## config.mk

```make
export PLATFORM = sky130hd
export DESIGN_NAME = pc_ras_unit
export DESIGN_NICKNAME = d
export VERILOG_FILES = /design/src/rtl/pc_ras_unit.sv
export SDC_FILE = /design/constraint.sdc
export NUM_CORES = 1
export LEC_CHECK = 0
export CAP_MARGIN = 30
export CORE_MARGIN = 2
export CORE_UTILIZATION = 40
export CTS_BUF_LIST = sky130_fd_sc_hd__clkbuf_4 sky130_fd_sc_hd__clkbuf_8 sky130_fd_sc_hd__clkbuf_16
export DETAILED_ROUTE_END_ITERATION = 10
export GPL_TIMING_DRIVEN = 0
export HOLD_SLACK_MARGIN = 0.12
export PLACE_DENSITY_LB_ADDON = 0.05
export SYNTH_ARGS = -nofsm -noshare
export SYNTH_HDL_FRONTEND = slang
export SYNTH_SLANG_ARGS = --single-unit
export TNS_END_PERCENT = 100
```

## constraint.sdc

```tcl
create_clock -name clk -period 3.6 [get_ports clk]
set_input_delay 0.36 -clock clk [delete_from_list [all_inputs] [get_ports clk]]
set_output_delay 0.36 -clock clk [all_outputs]
set_load 0.01 [all_outputs]
```

## src/rtl/pc_ras_unit.sv

```systemverilog
// Fetch-stage program counter with call/return support.
// Keeps the fetch address and a circular return-address stack. Each cycle
// exactly one action is taken, in this priority order:
// reset > stall > return > call > branch > sequential advance.
module pc_ras_unit #(
  parameter int PC_WIDTH     = 12,
  parameter int RAS_DEPTH    = 4,
  parameter int RESET_VECTOR = 0,
  parameter int PC_INC       = 1
) (
  input  logic                           clk,
  input  logic                           reset,
  input  logic                           stall,
  input  logic                           branch_en,
  input  logic [PC_WIDTH-1:0]            branch_target,
  input  logic                           call_en,
  input  logic [PC_WIDTH-1:0]            call_target,
  input  logic                           ret_en,
  input  logic                           err_clr,
  output logic [PC_WIDTH-1:0]            pc,
  output logic [$clog2(RAS_DEPTH+1)-1:0] ras_count,
  output logic                           ras_full,
  output logic                           ras_empty,
  output logic                           ras_ovf,
  output logic                           ras_unf
);

  localparam int CNT_W = $clog2(RAS_DEPTH + 1);
  // A one-entry stack still needs a one-bit pointer to index the array.
  localparam int PTR_W = (RAS_DEPTH > 1) ? $clog2(RAS_DEPTH) : 1;

  localparam logic [PC_WIDTH-1:0] INC       = PC_WIDTH'(PC_INC);
  localparam logic [PC_WIDTH-1:0] RST_PC    = PC_WIDTH'(RESET_VECTOR);
  localparam logic [CNT_W-1:0]    CNT_MAX   = CNT_W'(RAS_DEPTH);
  localparam logic [PTR_W-1:0]    PTR_LAST  = PTR_W'(RAS_DEPTH - 1);

  // Pointer arithmetic modulo RAS_DEPTH (depth need not be a power of two).
  function automatic logic [PTR_W-1:0] ptr_next(input logic [PTR_W-1:0] p);
    if (p == PTR_LAST) return '0;
    return p + 1'b1;
  endfunction

  function automatic logic [PTR_W-1:0] ptr_prev(input logic [PTR_W-1:0] p);
    if (p == '0) return PTR_LAST;
    return p - 1'b1;
  endfunction

  // Stack storage is data only; its contents are don't-care after reset.
  logic [PC_WIDTH-1:0] stack [RAS_DEPTH];
  logic [PTR_W-1:0]    top;

  logic [PC_WIDTH-1:0] pc_seq;
  logic [PC_WIDTH-1:0] pc_next;
  logic [PTR_W-1:0]    top_next;
  logic [CNT_W-1:0]    count_next;
  logic                push;
  logic                ovf_set;
  logic                unf_set;
  logic                ovf_next;
  logic                unf_next;

  // Select the single action for this cycle and form the next state.
  always_comb begin
    pc_seq     = pc + INC;
    pc_next    = pc_seq;
    top_next   = top;
    count_next = ras_count;
    push       = 1'b0;
    ovf_set    = 1'b0;
    unf_set    = 1'b0;
    if (stall) begin
      pc_next = pc;
    end else if (ret_en) begin
      if (ras_count != '0) begin
        pc_next    = stack[top];
        top_next   = ptr_prev(top);
        count_next = ras_count - 1'b1;
      end else begin
        unf_set = 1'b1;
      end
    end else if (call_en) begin
      push     = 1'b1;
      pc_next  = call_target;
      top_next = ptr_next(top);
      if (ras_count == CNT_MAX) ovf_set = 1'b1;
      else                      count_next = ras_count + 1'b1;
    end else if (branch_en) begin
      pc_next = branch_target;
    end
    // A flag being set outranks a simultaneous clear.
    ovf_next = ovf_set | (ras_ovf & ~err_clr);
    unf_next = unf_set | (ras_unf & ~err_clr);
  end

  // Control state: pc, stack pointer, occupancy and sticky error flags.
  always_ff @(posedge clk) begin
    if (reset) begin
      pc        <= RST_PC;
      top       <= '0;
      ras_count <= '0;
      ras_ovf   <= 1'b0;
      ras_unf   <= 1'b0;
    end else begin
      pc        <= pc_next;
      top       <= top_next;
      ras_count <= count_next;
      ras_ovf   <= ovf_next;
      ras_unf   <= unf_next;
    end
  end

  // Return-address write: on overflow this lands on the oldest entry.
  always_ff @(posedge clk) begin
    if (push && !reset) stack[top_next] <= pc_seq;
  end

  assign ras_full  = (ras_count == CNT_MAX);
  assign ras_empty = (ras_count == '0);

endmodule
```

== Word-level counts from Yosys, hierarchy flattened ==
Memory sizes are Yosys's and may differ from the RTL's. A register that Yosys moved wholly into a read port is not among the register bits.
Cells that the tools add are included.

* RAM bits: 48
* Memories: 1
* Bits in registers: 19

* Bitwise gates (word level): 6
* Eq/ne operators: 4
* Reduce and logical (&&, ||, !) cells: 7
* Add/sub/neg operators: 5
* Mux-type cells: 37

{| class="wikitable"
|+ Memory list
! name !! depth !! width !! read ports !! clocked after memory_dff !! wr ports !! RTL line !! RTL
|-
| stack || 4 || 12 || 1 || 1 || 1 || 49 || <nowiki>logic [PC_WIDTH-1:0] stack [RAS_DEPTH];</nowiki>
|}

{| class="wikitable"
|+ Operators by type and width
! cell !! count
|-
| 2-to-1 mux 12 bit || 4
|-
| 2-to-1 mux 1 bit || 20
|-
| 2-to-1 mux 2 bit || 9
|-
| adder 12 x 1 -> 12 bit (second input constant) || 1
|-
| 2-to-1 mux 3 bit || 4
|-
| AND reduction 4 bit || 1
|-
| adder 3 x 1 -> 3 bit (second input constant) || 1
|-
| equality test 3 bit (second input constant) || 1
|-
| zero test 3 bit || 1
|-
| nonzero test 3 bit || 1
|-
| subtractor 3 x 1 -> 3 bit (second input constant) || 1
|-
| adder 2 x 1 -> 2 bit (second input constant) || 1
|-
| bitwise AND 1 bit || 2
|-
| equality test 2 bit (second input constant) || 1
|-
| zero test 2 bit || 1
|-
| inequality test 2 x 1 -> 1 bit (second input constant) || 1
|-
| inequality test 2 bit (second input constant) || 1
|-
| NOT 1 bit || 2
|-
| OR 1 bit || 2
|-
| nonzero test 2 bit || 1
|-
| subtractor 2 x 1 -> 2 bit (second input constant) || 1
|-
| logical AND 1 bit || 1
|-
| zero test 1 bit || 1
|}

== Depth between registers and ports, before layout ==
Gate-level depths: netlist of the first run.

* Word-level depth: 10
* Depth in mapped cells: 7

== Least setup slack after synthesis of the first run ==
No wires, ideal clock.

* Path type: flip-flop to flip-flop
* Start point: register top[1]
* End point: memory stack[3][0] (enable)
* Arrival time: 2418 ps
* Slack: 783 ps
* Cell stages (with the launch flop): 7
* Period minus slack after synthesis: 2817 ps
* Cells stage by stage: dfxtp_1 clkbuf_1 inv_1 ha_1 mux2i_1 o22a_1 nor3b_1

* Word-level cells in the longest chain between the ends: 9

{| class="wikitable"
|+ Ends and longest elaborated chain
! what !! RTL line !! RTL
|-
| start: declaration || 50 || <nowiki>logic [PTR_W-1:0] top;</nowiki>
|-
| start signal: assignment || 105 || <nowiki>top <= top_next;</nowiki>
|-
| equality test 2 bit or zero test 2 bit (tied branches) || 39, 44 ||
|-
| 2-to-1 mux 1 bit (on tied branches) || 39, 44 ||
|-
| 2-to-1 mux 1 bit (on tied branches) || 81, 74 ||
|-
| 2-to-1 mux 1 bit || 73 || <nowiki>end else if (ret_en) begin</nowiki>
|-
| 2-to-1 mux 1 bit || 71 || <nowiki>if (stall) begin</nowiki>
|-
| 2-to-1 mux 2 bit (on tied branches) || 40, 45 ||
|-
| 2-to-1 mux 2 bit (on tied branches) || 81, 74 ||
|-
| 2-to-1 mux 2 bit || 73 ||
|-
| 2-to-1 mux 2 bit (*) || 71 ||
|-
| end: declaration || 49 ||
|}

Every way passes the cells marked *; elsewhere a longest branch is shown, timed or not. The select of a mux whose other input is x is not followed.

== Worst setup path after layout of the first run ==
* Start point: register top[1]
* End point: memory stack[3][3] (enable)

Same word-level chain as after synthesis.

==> results of run 1 <==
## worst min-delay path: stages, from the launching register on
cell	delay, ns
dfxtp_1	0.33
a21oi_1	0.06
nor2_1	0.07
## per-stage QoR
| stage | TNS, ns | hold slack (ns) | utilization | instance area, um^2 |
|---|---|---|---|---|
| 3_5_place_dp | 0 | 0.4839 | 0.4881 | 3950 |
| 6_report | 0 | 0.4954 | 0.5131 | 4153 |
| 2_1_floorplan | 0 | 0.5233 | - | 3299 |
| 4_1_cts | 0 | 0.5033 | 0.5131 | 4153 |
| 5_1_grt | 0 | 0.5492 | 0.5131 | 4153 |
| 3_3_place_gp | -26.73 | 0.4776 | 0.4821 | 3901 |
## logic make-up (layout without fill, tap and decap cells)
family          after synthesis  in the layout  synth area share
compound gates               70             70            0.1570
mux                          13             13           0.08495
xor+xnor                      5              5           0.01328
simple gates                 68             68            0.1232
fa+ha+maj                     3              3           0.01365
buf+inv                      34            100           0.05574
flops                        67             67            0.5521
## area by class of cell
type,instances,area (um^2)
inverters,17,63.81
plain buffers,17,120.1
fillers,727,3940
repair buffers,50,504.2
clock buffers,10,137.6
well taps,105,131.4
clock inverters,6,65.06
flip-flops and latches,67,1822
multi-input cells,159,1309
## registers in the layout (all words and copies together) (netlist names)
register	cells
ras_unf	1
ras_ovf	1
stack	48
pc	12
top	2
ras_count	3
## power by group through the flow
stage | logic [mW] | registers (mW) | clock network (mW)
finish | 0.305 | 0.885 | 0.641
global route | 0.330 | 0.889 | 0.690
CTS | 0.305 | 0.885 | 0.660
detailed placement | 0.303 | 0.903 | 0
global placement | 0.298 | 0.902 | 0
floorplan | 0.172 | 0.901 | 0
## worst paths after layout
kind,depth (start not counted),end,startpoint
max,7,stack[3][3],top[1]
min,2,ras_unf,ras_unf
max reg2reg,7,stack[3][3],top[1]
min reg2reg,2,ras_unf,ras_unf
## cell usage in the layout, fill, tap and decap left out, types with 5 or more instances in the layout
cell             instances
a21oi_1                 11
a221oi_1                13
a22o_1                   6
buf_6                    5
clkbuf_1                 7
clkbuf_8                13
clkdlybuf4s50_1         47
dfxtp_1                 19
edfxtp_1                48
inv_1                   16
mux4_2                  12
nand2_1                 14
nor2_1                   8
o21a_1                   5
o21ai_0                  7
## routing by layer
metal	track usage	vias up	wire, um
li1	-	1137	-
met1	0.3041	1201	4215
met2	0.3369	83	4192
met3	0.04230	14	478
met4	0.08333	0	177
met5	0	-	0
==> results.json, run 1 <==
{
  "grtUsageTotal": 0.2179,
  "viasPerCell": 5.650,
  "synth_top_area_cell": "edfxtp_1",
  "cts.clk_slew.worst_paths_ns": 0.08,
  "grt_max_degree": 13,
  "antenna_found_initial": 0,
  "ys_warn_count": 0,
  "leakage_nw": 1.371,
  "dominantRegCellSynth": "edfxtp_1",
  "worstSkewPairLatency_ns": 0.34,
  "regToRegSetupSlack_ns": 0.26,
  "ys_types": 61,
  "cts-hold-fix-buffers": 0,
  "critPathTopFamily": "buffers and inverters",
  "setup_viol": 0,
  "cts_tree": "built",
  "final_layout_size_suffix_gt1_frac": 0.1626,
  "drt-total-wl_um": 9063,
  "pwr-share-comb": 0.167,
  "nNetsFinal": 355,
  "final_antenna_net_count": 0,
  "total_power_mw": 1.831,
  "cp.arrival_ns": 3.40,
  "clockBufferDepth": 2,
  "port_buffers": 47,
  "startpoint_type": "register",
  "ios": 50,
  "die_area_um2": 8991,
  "synth_area_leaders": "edfxtp_1, dfxtp_1, mux4_2",
  "synth_edf_count": 48,
  "synthToLayoutAreaGrowth_pct": 25.86,
  "yosysMostFrequentCell": "edfxtp_1",
  "cellPowerDensity_nw_per_um2": 440.9,
  "sw_frac_of_total": 0.2652,
  "grt_pass1_wl_um": 13790,
  "synth_area_per_cell_um2": 12.69,
  "clock_skew_ns": 0.009798,
  "vias": 2435,
  "cts-root-buf": "clkbuf_8",
  "synthCells": 260,
  "synth_top_area_frac": 0.4369,
  "maxCapViolCount": 0,
  "initial_core_util": 0.4077,
  "cts_setup_buffers": 0,
  "max-slew-margin-rel": 0.3655,
  "clock.fmax_ghz": 0.2992,
  "path_class": "reg -> reg",
  "numCtsBuffers": 9,
  "drt_iter0_drc": 181,
  "internal_power_mw": 1.345,
  "gp_congestion": 0.7802,
  "async_reset_ff_frac": 0,
  "pwr-share-clk": 0.350,
  "first_pass_iters": 5,
  "dp_cells": 415,
  "worst-path-buf-inv": 3,
  "syn-num-nets": 294,
  "tightest_slew_ns": 0.9475,
  "synth_seq_cells": 67,
  "drc": 0,
  "num_rows": 33,
  "hold_viol_final": 0,
  "final_cells": 431,
  "power_frac_seq": 0.483,
  "outcome": "completed",
  "fin_ws_ns": 0.2581,
  "die_y_um": 94.82,
  "synth_top_cells_by_count": "edfxtp_1, dfxtp_1, inv_1",
  "chipWidth_um": 94.82,
  "maxSlewViolCount": 0,
  "htreeDepth": 3,
  "fin_crit_ns": 3.342,
  "switchingPower_uw": 485.6,
  "core_area_um2": 8093,
  "post_cts_resized": 0,
  "cpMaxStageDelayCell": "nor3b_2",
  "slowest_delay_ns": 0.80,
  "place_ws_ns": 0.2573,
  "path_max_fanout": 10,
  "first_global_vias": 2417,
  "cp_cell_sequence": "clkbuf_1 > inv_1 > ha_1 > mux2i_1 > o22a_1 > nor3b_2 > buf_6",
  "place_hpwl_um": 6243,
  "timing.final.crit_share": 0.9283,
  "mappedNetlistArea_um2": 3299,
  "grt_overflow_total": 0,
  "cts.sinks": 67,
  "yosysSeqAreaShare": 0.5521,
  "irDropWorstVdd_v": 0.0001733,
  "avgRoutedWirePerCell_um": 21.03,
  "rsz0062_at_grt": "false",
  "cp-end-kind": "register",
  "cp.required_ns": 3.66,
  "antennaDiodeCount": 0,
  "worstHoldPathType": "reg -> reg"
}
(Power assumes the default switching activity.)
==> inputs of run 2 (changes only) <==
--- a/config.mk
+++ b/config.mk
@@ -5,7 +5,7 @@
 export SDC_FILE = /design/constraint.sdc
 export NUM_CORES = 1
 export LEC_CHECK = 0
-export CAP_MARGIN = 30
+export CAP_MARGIN = 20
 export CORE_MARGIN = 2
 export CORE_UTILIZATION = 40
 export CTS_BUF_LIST = sky130_fd_sc_hd__clkbuf_4 sky130_fd_sc_hd__clkbuf_8 sky130_fd_sc_hd__clkbuf_16
@@ -13,6 +13,7 @@
 export GPL_TIMING_DRIVEN = 0
 export HOLD_SLACK_MARGIN = 0.12
 export PLACE_DENSITY_LB_ADDON = 0.05
+export SETUP_SLACK_MARGIN = 0.2
 export SYNTH_ARGS = -nofsm -noshare
 export SYNTH_HDL_FRONTEND = slang
 export SYNTH_SLANG_ARGS = --single-unit
==> results.json, run 2 (synthesis results as in run 1) <==
{
  "max-slew-margin-rel": 0.4620,
  "worstHoldPathType": "reg -> reg",
  "cts-hold-fix-buffers": 0,
  "die_area_um2": 8991,
  "sw_frac_of_total": 0.2659,
  "cts.clk_slew.worst_paths_ns": 0.08,
  "reg_top3": "stack x48, pc x12, ras_count x3",
  "viasPerCell": 5.601,
  "clockBufferDepth": 2,
  "timing.final.crit_share": 0.8730,
  "cts_tree": "built",
  "hold_end": "ras_unf",
  "regToRegSetupSlack_ns": 0.46,
  "worst-path-buf-inv": 2,
  "vias": 2414,
  "slowest_delay_ns": 0.75,
  "setup_viol": 0,
  "rsz0062_at_grt": "false",
  "ios": 50,
  "avgRoutedWirePerCell_um": 21.01,
  "fin_crit_ns": 3.143,
  "critPathTopFamily": "buffers and inverters",
  "drt-total-wl_um": 9055,
  "timing.rr.end": "stack[2][0]",
  "final_antenna_net_count": 0,
  "regMostFlops": "stack",
  "core_area_um2": 8093,
  "clock.fmax_ghz": 0.3182,
  "htreeDepth": 3,
  "chipWidth_um": 94.82,
  "tightest_slew_ns": 0.8071,
  "holdWs_ns": 0.4952,
  "antennaDiodeCount": 0,
  "nNetsFinal": 355,
  "leakage_nw": 1.379,
  "grtUsageTotal": 0.2179,
  "cts.sinks": 67,
  "numCtsBuffers": 9,
  "die_y_um": 94.82,
  "whs_path_depth": 2,
  "nFillCells": 724,
  "grt_max_degree": 13,
  "first_pass_iters": 4,
  "outcome": "completed",
  "place_ws_ns": 0.2573,
  "cp.required_ns": 3.57,
  "synthToLayoutAreaGrowth_pct": 26.05,
  "port_buffers": 47,
  "path_class": "reg -> reg",
  "hold_viol_final": 0,
  "place_hpwl_um": 6243,
  "pwr-share-comb": 0.167,
  "cp-end-kind": "register",
  "maxSlewViolCount": 0,
  "gp_congestion": 0.7802,
  "worstReg2RegStart": "top[1]",
  "num_rows": 33,
  "worstHoldStart": "ras_unf",
  "cp.arrival_ns": 3.12,
  "fin_ws_ns": 0.4572,
  "cellPowerDensity_nw_per_um2": 440.9,
  "internal_power_mw": 1.346,
  "irDropWorstVdd_v": 0.0001734,
  "pwr-share-clk": 0.351,
  "drc": 0,
  "final_layout_size_suffix_gt1_frac": 0.1626,
  "most-common-layout-cells": "edfxtp_1, clkdlybuf4s50_1, dfxtp_1",
  "grt_pass1_wl_um": 13790,
  "drt_iter0_drc": 156,
  "largest_reg_flops": 48,
  "clock_skew_ns": 0.007981,
  "worstSkewPairLatency_ns": 0.34,
  "switchingPower_uw": 487.6,
  "path_max_fanout": 12,
  "cpMaxStageDelayCell": "and4b_1",
  "antenna_found_initial": 0,
  "grt_overflow_total": 0,
  "final_common_cell": "edfxtp_1",
  "r2r_cells": 6,
  "maxCapViolCount": 0,
  "cts-root-buf": "clkbuf_8",
  "first_global_vias": 2417,
  "startpoint_type": "register",
  "power_frac_seq": 0.483,
  "initial_core_util": 0.4077,
  "cp_cell_sequence": "clkbuf_1 > inv_1 > ha_1 > mux2i_1 > o22a_1 > and4b_1"
}
## run 2: cell types whose count changed in the layout (fill, tap and decap cells not counted)
| cell | change |
|---|---|
| nor3b_2 | -1 |
| nor3b_4 | +1 |
## run 2: layout make-up
type / instances / area (um^2) / share of cell area
flip-flops and latches: 67 / 1822 / 0.4380
multi-input cells: 159 / 1315 / 0.3162
repair buffers: 50 / 504.2 / 0.1212
clock buffers: 10 / 137.6 / 0.03309
well taps: 105 / 131.4 / 0.03159
plain buffers: 17 / 120.1 / 0.02888
clock inverters: 6 / 65.06 / 0.01564
inverters: 17 / 63.81 / 0.01534
## run 2: layer usage
layer  vias to the layer above  GRT usage  wire length [um]
li1                       1143          -                 -
met1                      1179     0.3041              4118
met2                        84     0.3369              4242
met3                         8    0.04230               592
met4                         0    0.08333               102
met5                         -          0                 0
## run 2: how the worst max path moves through the flow
| stage | cells after the start | endpoint | startpoint | slack [ns] |
|---|---|---|---|---|
| floorplan | 6 | stack[3][0] | top[1] | 0.78 |
| global placement | 6 | stack[3][4] | top[1] | -0.86 |
| detailed placement | 7 | stack[3][4] | top[1] | 0.26 |
| CTS | 7 | stack[3][3] | top[1] | 0.22 |
| global route | 6 | stack[2][0] | top[1] | 0.29 |
| finish | 6 | stack[2][0] | top[1] | 0.46 |
## run 2: metrics by stage
stage	utilization	cells	instance area, um^2	total power, mW	setup TNS, ns
2_1_floorplan	-	260	3299	1.073	0
3_3_place_gp	0.4821	412	3901	1.200	-26.73
3_5_place_dp	0.4881	415	3950	1.206	0
4_1_cts	0.5131	431	4153	1.850	0
5_1_grt	0.5139	431	4159	1.910	0
6_report	0.5139	431	4159	1.834	0
## run 2: power by group through the flow
stage | clock [mW] | combinational (mW) | sequential, mW
after global placement | 0 | 0.298 | 0.902
after global routing | 0.690 | 0.331 | 0.889
after floorplan | 0 | 0.172 | 0.901
final | 0.643 | 0.306 | 0.885
after detailed placement | 0 | 0.303 | 0.903
after CTS | 0.660 | 0.305 | 0.885
## run 2: timing repair
| action | CTS | global route |
|---|---|---|
| setup buffers | 0 | 0 |
| gates resized for setup | 0 | 1 |
| setup endpoints to repair | 0 | 5 |
## run 2: worst reg2reg max path, delay by kind of cell, from the launching register on
family          cells  cell delay (ns)
fa+ha+maj           1             0.32
simple gates        1             0.75
compound gates      1             0.25
buf+inv             2             0.77
flops               1             0.51
mux                 1             0.18
